$ cat config.mk
export PLATFORM = sky130hd
export DESIGN_NAME = packet_transmitter
export DESIGN_NICKNAME = d
export VERILOG_FILES = /design/src/rtl/eth_pkt_pkg.sv /design/src/rtl/ipv4_hdr_checksum.sv /design/src/rtl/packet_transmitter.sv
export SDC_FILE = /design/constraint.sdc
export NUM_CORES = 1
export LEC_CHECK = 0
export ABC_CLOCK_PERIOD_IN_PS = 4180
export BUFFER_PORTS_ARGS = -buffer_cell sky130_fd_sc_hd__buf_2
export CAP_MARGIN = 10
export CORE_MARGIN = 4
export CORE_UTILIZATION = 45
export DETAILED_ROUTE_END_ITERATION = 10
export PLACE_DENSITY = 0.74
export SETUP_SLACK_MARGIN = 0.15
export SLEW_MARGIN = 20
export SYNTH_ARGS = -nofsm -noshare
export SYNTH_HDL_FRONTEND = slang
export SYNTH_HIERARCHICAL = 1
export SYNTH_SLANG_ARGS = --single-unit
$ cat constraint.sdc
create_clock -name clk -period 4.18 [get_ports clk]
set_input_delay 0.209 -clock clk [delete_from_list [all_inputs] [get_ports clk]]
set_output_delay 0.209 -clock clk [all_outputs]
set_load 0.02 [all_outputs]
$ cat src/rtl/eth_pkt_pkg.sv
// Shared Ethernet/IPv4/UDP framing constants and the transmitter state type.
// Used by packet_transmitter and its checksum sub-module. The packet receiver
// parses the same word layout.
package eth_pkt_pkg;

    localparam logic [15:0] ETHERTYPE_IPV4 = 16'h0800;
    localparam logic [7:0]  IPV4_VER_IHL   = 8'h45;
    localparam logic [7:0]  IP_PROTO_UDP   = 8'h11;
    localparam logic [15:0] IP_FLAGS_DF    = 16'h4000;

    localparam int unsigned IP_HDR_BYTES  = 20;
    localparam int unsigned UDP_HDR_BYTES = 8;
    localparam int unsigned HDR_WORDS     = 11;
    localparam int unsigned SEQ_BYTES     = 2;

    // Bit positions inside the 4-bit MAC FIFO flag field
    localparam int unsigned SOF = 0;
    localparam int unsigned EOF = 1;

    typedef enum logic [1:0] {
        IDLE,
        CSUM,
        HDR,
        PAYLOAD
    } tx_state_e;

    // IP total length: IP header + UDP header + sequence halfword + payload
    function automatic logic [15:0] ip_total_len(input int unsigned payload_words);
        return 16'(IP_HDR_BYTES + UDP_HDR_BYTES + SEQ_BYTES + 4 * payload_words);
    endfunction

    // UDP length: UDP header + sequence halfword + payload
    function automatic logic [15:0] udp_total_len(input int unsigned payload_words);
        return 16'(UDP_HDR_BYTES + SEQ_BYTES + 4 * payload_words);
    endfunction

endpackage

$ cat src/rtl/ipv4_hdr_checksum.sv
// Ones-complement checksum of ten 16-bit words (an IPv4 header with its
// checksum field zeroed). Free-running two-stage pipeline: the result for a
// given i_words appears on o_csum two clocks after i_words is presented.
//
// Ports:
//   clk      clock
//   reset    synchronous, active-high
//   i_words  ten 16-bit header words, [0] first
//   o_csum   folded, inverted 16-bit checksum
module ipv4_hdr_checksum (
    input  logic             clk,
    input  logic             reset,
    input  logic [9:0][15:0] i_words,
    output logic [15:0]      o_csum
);

    logic [19:0] w_sum;
    logic [16:0] w_fold1;
    logic [15:0] w_fold2;
    logic [19:0] r_sum;
    logic [15:0] r_csum;

    // Ten 16-bit words cannot exceed 20 bits, so no carry is lost here
    always_comb begin
        w_sum = '0;
        for (int i = 0; i < 10; i++) begin
            w_sum = w_sum + 20'(i_words[i]);
        end
    end

    // Two folds: the second absorbs the at-most-one carry of the first
    always_comb begin
        w_fold1 = {1'b0, r_sum[15:0]} + 17'(r_sum[19:16]);
        w_fold2 = w_fold1[15:0] + 16'(w_fold1[16]);
    end

    always_ff @(posedge clk) begin
        if (reset) begin
            r_sum  <= '0;
            r_csum <= '0;
        end else begin
            r_sum  <= w_sum;
            r_csum <= ~w_fold2;
        end
    end

    assign o_csum = r_csum;

endmodule

$ cat src/rtl/packet_transmitter.sv
// Wraps a stream of 32-bit payload words in Ethernet/IPv4/UDP framing and
// pushes the frame into the MAC write FIFO. The first payload halfword is a
// per-frame sequence counter.
//
// Ports:
//   clk, reset                  clock, synchronous active-high reset
//   wr_data_o/wr_flags_o        frame word and {2'b00, eof, sof} to the MAC
//   wr_src_rdy_o/wr_dst_rdy_i   handshake; a word moves when both are high
//   din/din_valid/din_ready     payload source; consumed only during PAYLOAD
//   my_mac/my_ip/dst_mac/dst_ip/src_port/dst_port
//                               addressing, latched at frame start
//   frame_sent                  one-cycle pulse after the eof word transfers
//   seq_count                   sequence number for the next frame
module packet_transmitter
    import eth_pkt_pkg::*;
#(
    parameter int unsigned PAYLOAD_WORDS = 64,
    parameter logic [7:0]  IP_TTL        = 8'h40
) (
    input  logic        clk,
    input  logic        reset,
    output logic [31:0] wr_data_o,
    output logic [3:0]  wr_flags_o,
    output logic        wr_src_rdy_o,
    input  logic        wr_dst_rdy_i,
    input  logic [31:0] din,
    input  logic        din_valid,
    output logic        din_ready,
    input  logic [47:0] my_mac,
    input  logic [31:0] my_ip,
    input  logic [47:0] dst_mac,
    input  logic [31:0] dst_ip,
    input  logic [15:0] src_port,
    input  logic [15:0] dst_port,
    output logic        frame_sent,
    output logic [15:0] seq_count
);

    localparam logic [15:0] IP_LEN  = ip_total_len(PAYLOAD_WORDS);
    localparam logic [15:0] UDP_LEN = udp_total_len(PAYLOAD_WORDS);

    tx_state_e   r_state;
    logic        r_csum_cyc;
    logic [3:0]  r_idx;
    logic [15:0] r_cnt;
    logic [31:0] r_data;
    logic [3:0]  r_flags;
    logic        r_src_rdy;
    logic        r_frame_sent;
    logic [15:0] r_seq;

    // Shadow copies so a frame is built from one consistent address set
    logic [47:0] r_my_mac;
    logic [31:0] r_my_ip;
    logic [47:0] r_dst_mac;
    logic [31:0] r_dst_ip;
    logic [15:0] r_src_port;
    logic [15:0] r_dst_port;

    logic [9:0][15:0] w_csum_words;
    logic [15:0]      w_hdr_csum;
    logic [3:0]       w_sel_idx;
    logic [31:0]      w_hdr_word;
    logic             w_hdr_xfer;
    logic             w_pay_xfer;
    logic             w_in_payload;
    logic [3:0]       w_pay_flags;

    // Checksum field itself (word 5) is zero while summing
    assign w_csum_words = {r_dst_ip[15:0], r_dst_ip[31:16], r_my_ip[15:0], r_my_ip[31:16],
                           16'h0000, {IP_TTL, IP_PROTO_UDP}, IP_FLAGS_DF, 16'h0000,
                           IP_LEN, {IPV4_VER_IHL, 8'h00}};

    ipv4_hdr_checksum u_csum (
        .clk     (clk),
        .reset   (reset),
        .i_words (w_csum_words),
        .o_csum  (w_hdr_csum)
    );

    // Word to load next: word 0 when leaving CSUM, else the one after r_idx.
    // The checksum is stable long before word 6 is selected.
    always_comb begin
        w_sel_idx  = (r_state == HDR) ? (r_idx + 4'd1) : 4'd0;
        w_hdr_word = '0;
        case (w_sel_idx)
            4'd0:    w_hdr_word = r_dst_mac[47:16];
            4'd1:    w_hdr_word = {r_dst_mac[15:0], r_my_mac[47:32]};
            4'd2:    w_hdr_word = r_my_mac[31:0];
            4'd3:    w_hdr_word = {ETHERTYPE_IPV4, IPV4_VER_IHL, 8'h00};
            4'd4:    w_hdr_word = {IP_LEN, 16'h0000};
            4'd5:    w_hdr_word = {IP_FLAGS_DF, IP_TTL, IP_PROTO_UDP};
            4'd6:    w_hdr_word = {w_hdr_csum, r_my_ip[31:16]};
            4'd7:    w_hdr_word = {r_my_ip[15:0], r_dst_ip[31:16]};
            4'd8:    w_hdr_word = {r_dst_ip[15:0], r_src_port};
            4'd9:    w_hdr_word = {r_dst_port, UDP_LEN};
            4'd10:   w_hdr_word = {16'h0000, r_seq};
            default: w_hdr_word = '0;
        endcase
    end

    assign w_in_payload = (r_state == PAYLOAD);
    assign w_hdr_xfer   = (r_state == HDR) && r_src_rdy && wr_dst_rdy_i;
    assign w_pay_xfer   = w_in_payload && din_valid && wr_dst_rdy_i;

    always_comb begin
        w_pay_flags      = '0;
        w_pay_flags[EOF] = (r_cnt == 16'd1);
    end

    always_ff @(posedge clk) begin
        if (reset) begin
            r_state      <= IDLE;
            r_csum_cyc   <= 1'b0;
            r_idx        <= '0;
            r_cnt        <= '0;
            r_data       <= '0;
            r_flags      <= '0;
            r_src_rdy    <= 1'b0;
            r_frame_sent <= 1'b0;
            r_seq        <= '0;
            r_my_mac     <= '0;
            r_my_ip      <= '0;
            r_dst_mac    <= '0;
            r_dst_ip     <= '0;
            r_src_port   <= '0;
            r_dst_port   <= '0;
        end else begin
            r_frame_sent <= 1'b0;
            unique case (r_state)
                IDLE: begin
                    if (din_valid) begin
                        r_my_mac   <= my_mac;
                        r_my_ip    <= my_ip;
                        r_dst_mac  <= dst_mac;
                        r_dst_ip   <= dst_ip;
                        r_src_port <= src_port;
                        r_dst_port <= dst_port;
                        r_csum_cyc <= 1'b0;
                        r_state    <= CSUM;
                    end
                end
                CSUM: begin
                    r_csum_cyc <= 1'b1;
                    if (r_csum_cyc) begin
                        r_idx        <= '0;
                        r_data       <= w_hdr_word;
                        r_flags      <= '0;
                        r_flags[SOF] <= 1'b1;
                        r_src_rdy    <= 1'b1;
                        r_state      <= HDR;
                    end
                end
                HDR: begin
                    if (w_hdr_xfer) begin
                        r_flags <= '0;
                        if (r_idx == 4'(HDR_WORDS - 1)) begin
                            r_cnt     <= 16'(PAYLOAD_WORDS);
                            r_src_rdy <= 1'b0;
                            r_data    <= '0;
                            r_state   <= PAYLOAD;
                        end else begin
                            r_idx  <= r_idx + 4'd1;
                            r_data <= w_hdr_word;
                        end
                    end
                end
                PAYLOAD: begin
                    if (w_pay_xfer) begin
                        r_cnt <= r_cnt - 16'd1;
                        if (r_cnt == 16'd1) begin
                            r_frame_sent <= 1'b1;
                            r_seq        <= r_seq + 16'd1;
                            r_state      <= IDLE;
                        end
                    end
                end
            endcase
        end
    end

    // Payload is a combinational pass-through; header words come from r_data
    assign wr_data_o    = w_in_payload ? din : r_data;
    assign wr_flags_o   = w_in_payload ? w_pay_flags : r_flags;
    assign wr_src_rdy_o = w_in_payload ? din_valid : r_src_rdy;
    assign din_ready    = w_in_payload & wr_dst_rdy_i;
    assign frame_sent   = r_frame_sent;
    assign seq_count    = r_seq;

endmodule

=== Word level (Yosys, flattened, before mapping) ===
Cells that the tools add are included.

* Register bits after elaboration: 305
* Latch bits: 0
* Memory bits (writable): 0
* Memory bits (read-only): 0
* Input port bits: 228
* Output and inout port bits: 55
* Word-level logic and storage cells: 104
* Memories kept: 0

* Add/subtract/negate cells: 9
* Multiply operators: 0
* Div/mod/pow operators: 0
* Magnitude comparators: 0
* Equal/unequal tests: 22
* Shift-type cells: 0
* Muxes and demuxes: 34
* Bitwise operators: 4
* Reductions and logical operators: 18

{| class="wikitable"
|+ Operators by type and width
! kind !! count
|-
| $pmux W32 S11 || 1
|-
| $mux W32 || 4
|-
| $pmux W32 S2 || 1
|-
| $add A20 B16 Y20 || 3
|-
| $mux W16 || 3
|-
| $pmux W16 S2 || 1
|-
| $mux W4 || 7
|-
| $add A16 B16 Y17 const A || 1
|-
| $add A16 B4 Y17 || 1
|-
| $add A16 B1 Y16 || 1
|-
| $add A16 B1 Y16 const B || 1
|-
| $eq A16 B1 Y1 const B || 1
|-
| $eq A4 B3 Y1 const B || 4
|-
| $eq A4 B4 Y1 const B || 4
|-
| $not A16 Y16 || 1
|-
| $pmux W4 S2 || 2
|-
| $sub A16 B1 Y16 const B || 1
|-
| $mux W2 || 6
|-
| $reduce_and A4 Y1 || 3
|-
| $ne A2 B2 Y1 const B || 5
|-
| $eq A4 B2 Y1 const B || 2
|-
| $pmux W2 S4 || 1
|-
| $mux W1 || 6
|-
| $reduce_and A3 Y1 || 2
|-
| other kinds (15) || 25
|}

=== Depth between registers and ports, before layout ===
* Word-level depth: 7
* Mapped depth: 23

=== By module ===
Netlist, hierarchy kept.

{| class="wikitable"
|+ Modules (own cells, without submodules)
! module !! instances !! cells each !! area an instance (µm²) !! seq. area each (µm²)
|-
| packet_transmitter || 1 || 1509 || 11925.2 || 5325.1
|-
| ipv4_hdr_checksum || 1 || 609 || 5930.7 || 720.7
|}

=== Worst setup path after synthesis ===
OpenSTA, ideal clock, no wires.

* Kind: reg-to-reg
* Start point: register r_my_ip[3]
* End point: register u_csum.r_sum[18]
* Setup time: 123 ps
* Arrival: 4328 ps
* Data required time: 4057 ps
* Path slack: -271 ps
* Stages on the path, launching flop included: 15
* Path buffers: 0
* Cells stage by stage: dfxtp_1 > fa_1 > fa_1 > fa_1 > inv_1 > fa_1 > inv_1 > ha_1 > o21ai_0 > nor2_1 > nand2b_1 > a41o_1 > a211o_1 > a311oi_2 > mux2_1

* Cells in the longest elaborated chain, start to end: 3

{| class="wikitable"
|+ RTL lines
! element !! RTL line !! source
|-
| start: declaration || packet_transmitter.sv:54 || <nowiki>logic [31:0] r_my_ip;</nowiki>
|-
| start signal: assignment || packet_transmitter.sv:134 || <nowiki>r_my_ip <= my_ip;</nowiki>
|-
| $add A20 B16 Y20 (3 in series) || ipv4_hdr_checksum.sv:27 || <nowiki>w_sum = w_sum + 20'(i_words[i]);</nowiki>
|-
| end signal: assignment || ipv4_hdr_checksum.sv:42 || <nowiki>r_sum <= w_sum;</nowiki>
|-
| end: declaration || ipv4_hdr_checksum.sv:20 || <nowiki>logic [19:0] r_sum;</nowiki>
|}

No other way between the ends.
A chain may end at the register's enable or synchronous reset.

=== Worst setup path in the final report ===
* Start point: register r_my_ip[18]
* End point: register u_csum.r_sum[17]

* Cells in the longest elaborated chain, start to end: 4

{| class="wikitable"
|+ RTL lines
! element !! RTL line
|-
| $add A16 B16 Y17 || ipv4_hdr_checksum.sv:27
|-
| $add A20 B16 Y20 (3 in series) || ipv4_hdr_checksum.sv:27
|}

No other way between the ends.

==> summary.md <==
| Metric | Value |
|---|---|
| Worst-margin pin slew | 1147 ps |
| H-tree Lvls | 2 |
| Reg power frac | 20.0% |
| Clk slew on worst S/H paths | 60 ps |
| Synthesis-stage register bit count | about 300 |
| Vias in the first global route | 18050 |
| DR vias | 18120 |
| Final GP Congestion | ~0.99 |
| Starting Density | 45.88% |
| Layout area overhead | 33.30% |
| Port Buf Inserts | 280 |
| # fillers | 3239 |
| Core Area | 38920 um^2 |
| Outcome | finished, violations left |
| CTS Root Buffer Type | clkbuf_16 |
| CTS buffer count | 35 |
| Final period util | 106.3% |
| Max-cap violations | 0 |
| Clock power share | 15.4% |
| Clk Latency, worst-skew pair | 530 ps |
| Failing checks | negative setup slack |
| Total global routing track utilization | between 30% and 40% |
| Critical Path RT | 4560 ps |
| HPWL Detailed | around 50 mm |
| Crit path capture type | register |
| Starting DRT DRC Count | 1689 |
| Final min period | 4442 ps |
| CP max FO | 2 |
| Die Y | 207.2 um |
| Setup CP Type | reg2reg |
| Worst Slack Setup Final | -262.1 ps |
| Vias per inst | 5.599 |
| Largest net degree at the start of global routing | 221 |
| Normalized max-slew margin | 23.55% |
| Global-route wire length before repair | 104.3 mm |
| TritonCTS clock tree | yes |
| Net load switching power | approximately 9 mW |
| Cell area power density | 864.5 nW/um^2 |
| Share of layout cells above drive strength 1 | 20.52% |
| Worst path arrival time | 4830 ps |
| FP Rows | 72 |
| DR DRC count | 0 |
| Ys async rst share | 0% |
| Most frequent cells in the layout | nand2_1 (466), dfxtp_1 (297), buf_2 (279) |
| Final antenna-violating net count | 0 |
| Final nets | 3087 |
| Post-synth EDFFs | 0 |
| Final cell count without fillers | 3237 |
| I/O pin count | 283 |
| Fmax | 225.1 MHz |
| Final worst clock skew | 21.02 ps |
| Initial antenna violation count | 4 |
| CTS Buffer Depth | 3 |
| VDD IR-drop max | 0.9601 mV |
| Placed insts | 2992 |
| Post-Synthesis Cell Area | 17860 um^2 |
| GRT overflow | 0 |
| Commonest non-fill, non-tap cell in the layout | nand2_1 |
| Die ar. | 42930 um^2 |
| Drt pass-1 iters | 7 |
| Drt wl/cell | 21.19 um |
| Startpoint Class | register |
| Setup slack, reg-to-reg | -260 ps |
| YS warnings | 6 |
| Clock net sink count | approximately 300 |
| Logic pwr share | 64.6% |
| Pins Over Slew Limit | 0 |
| Ys flop type | dfxtp_1 |
| Synth Instances | between 2000 and 2500 |
| Cell internal pwr | 11.54 mW |
| RSZ-0062 raised after global routing | true |
| Die width | 207.2 um |
| Total Wirelength | 68.60 mm |
| Sw frac | a little over two fifths |
| Yosys cell types | 94 |
| Static Leak | 10.19 nW |
| Final-report hold violation count | 0 |
| Setup WS pre-CTS | -298.8 ps |
| Sequential area share after synthesis | between 30% and 40% |
| Synthesized area per cell | around 8.4 um^2 |
| Hold crit path type | in2reg |
| Setup Viol. Count Final | 8 |
final cells by class:
class,count,area [um^2],share of cell area [%]
clock buffers,50,1033,4.342
diodes,5,12.51,0.05257
well taps,518,648.1,2.723
multi-input cells,1647,11370,47.78
flip-flops and latches,302,6052,25.43
inverters,142,533.0,2.239
repair buffers,561,3991,16.77
clock inverters,12,157.7,0.6624
synth_stat cells (6+ instances only):
library cell,number,area [um^2]
a211o_1,6,52.55
a211oi_1,12,90.09
a21o_1,14,105.1
a21oi_1,251,1256
a221oi_1,24,210.2
a222oi_1,17,170.2
a22o_1,20,175.2
a22oi_1,43,322.8
a31oi_1,7,43.79
a32oi_1,16,140.1
and2_1,13,81.33
and3_1,13,81.33
buf_1,12,45.04
buf_2,13,65.06
clkbuf_1,96,360.4
dfxtp_1,302,6046
fa_1,112,2242
ha_1,58,725.7
inv_1,142,533.0
mux2_2,36,405.4
nand2_1,467,1753
nand2b_1,8,50.05
nand3_1,18,90.09
nand4_1,10,62.56
nor2_1,116,435.4
nor2b_1,21,131.4
nor3_1,34,170.2
nor4_1,8,50.05
o211ai_1,6,45.04
o21a_1,9,67.56
o21ai_0,26,130.1
or2_2,7,43.79
or3_1,9,56.30
xnor2_1,44,385.4
xor2_1,22,192.7
cells by family (layout without fill, tap and decap cells):
family	after synthesis	in the layout	share of synthesized area [%]
compound gates	510	510	18.91
xor+xnor	67	67	3.328
fa+ha+maj	171	171	16.68
buf+inv	265	765	5.704
flops	302	302	33.86
mux	42	42	2.614
other cells	2	103	0.04206
simple gates	759	759	18.86
layer usage:
metal	share of wire [%]	vias to the layer above	GRT usage [%]
met2	47	928	50.47
met3	8.1	234	5.492
met5	0	-	0
met1	40	8671	39.37
met4	5.5	0	14.68
li1	-	8291	-
registers in the layout, indices dropped and copies added, names as in the netlist:
name / cells
r_src_rdy: 1
r_idx: 4
r_state: 2
seq_count: 16
r_dst_ip: 32
r_dst_port: 16
r_flags: 1
r_my_ip: 32
frame_sent: 1
r_csum_cyc: 1
r_cnt: 16
r_data: 32
r_src_port: 16
u_csum/o_csum: 16
r_my_mac: 48
r_dst_mac: 48
u_csum/r_sum: 20
worst max-delay path: stages, from the launching register on:
cell,delay (ps)
dfxtp_2,330
fa_1,460
fa_1,600
fa_1,470
fa_2,520
fa_2,380
a211o_1,320
a211oi_4,330
o21bai_2,110
a2111oi_2,390
or3_1,190
a211o_1,140
nand3_2,70
power groups by stage:
stage / Sequential (mW) / Combinational (mW) / Clock (mW)
CTS: 4.09 / 12.2 / 3.18
global route: 4.16 / 14.5 / 3.32
floorplan: 3.93 / 8.22 / 0
detailed placement: 4.14 / 11.4 / 0
finish: 4.11 / 13.3 / 3.17
global placement: 4.12 / 11.1 / 0
through the flow:
stage	setup TNS (ps)	utilization, %	cell area (um^2)	power, mW	hold slack, ps
2_1_floorplan	0	-	18310	12.15	337.4
6_report	-1466	61.16	23800	20.58	4.537
5_1_grt	-2389	61.15	23800	21.99	5.924
3_5_place_dp	-917.0	53.26	20730	15.50	446.4
3_3_place_gp	-302.6	53.26	20730	15.21	441.9
4_1_cts	-923.1	60.90	23700	19.45	0.6093
repair_timing:
item | 4_1_cts | 5_1_grt
endpoints found under the setup margin | 9 | 10
hold buffers | 171 | 1
buffers inserted | 4 | 2
pin swaps | 10 | 10
resized for setup | 8 | 11
hold endpoints to repair | 171 | 1
path summary, 6_finish.rpt:
kind	from	end	cells after the start
min reg2reg	r_dst_mac[1]$_SDFFE_PP0P_	r_dst_mac[1]$_SDFFE_PP0P_	2
max reg2reg	r_my_ip[18]$_SDFFE_PP0P_	u_csum/r_sum[17]$_SDFF_PP0_	12
min	my_ip[7]	r_my_ip[7]$_SDFFE_PP0P_	3
max	r_my_ip[18]$_SDFFE_PP0P_	u_csum/r_sum[17]$_SDFF_PP0_	12
Power figures use the tool's default switching activity.
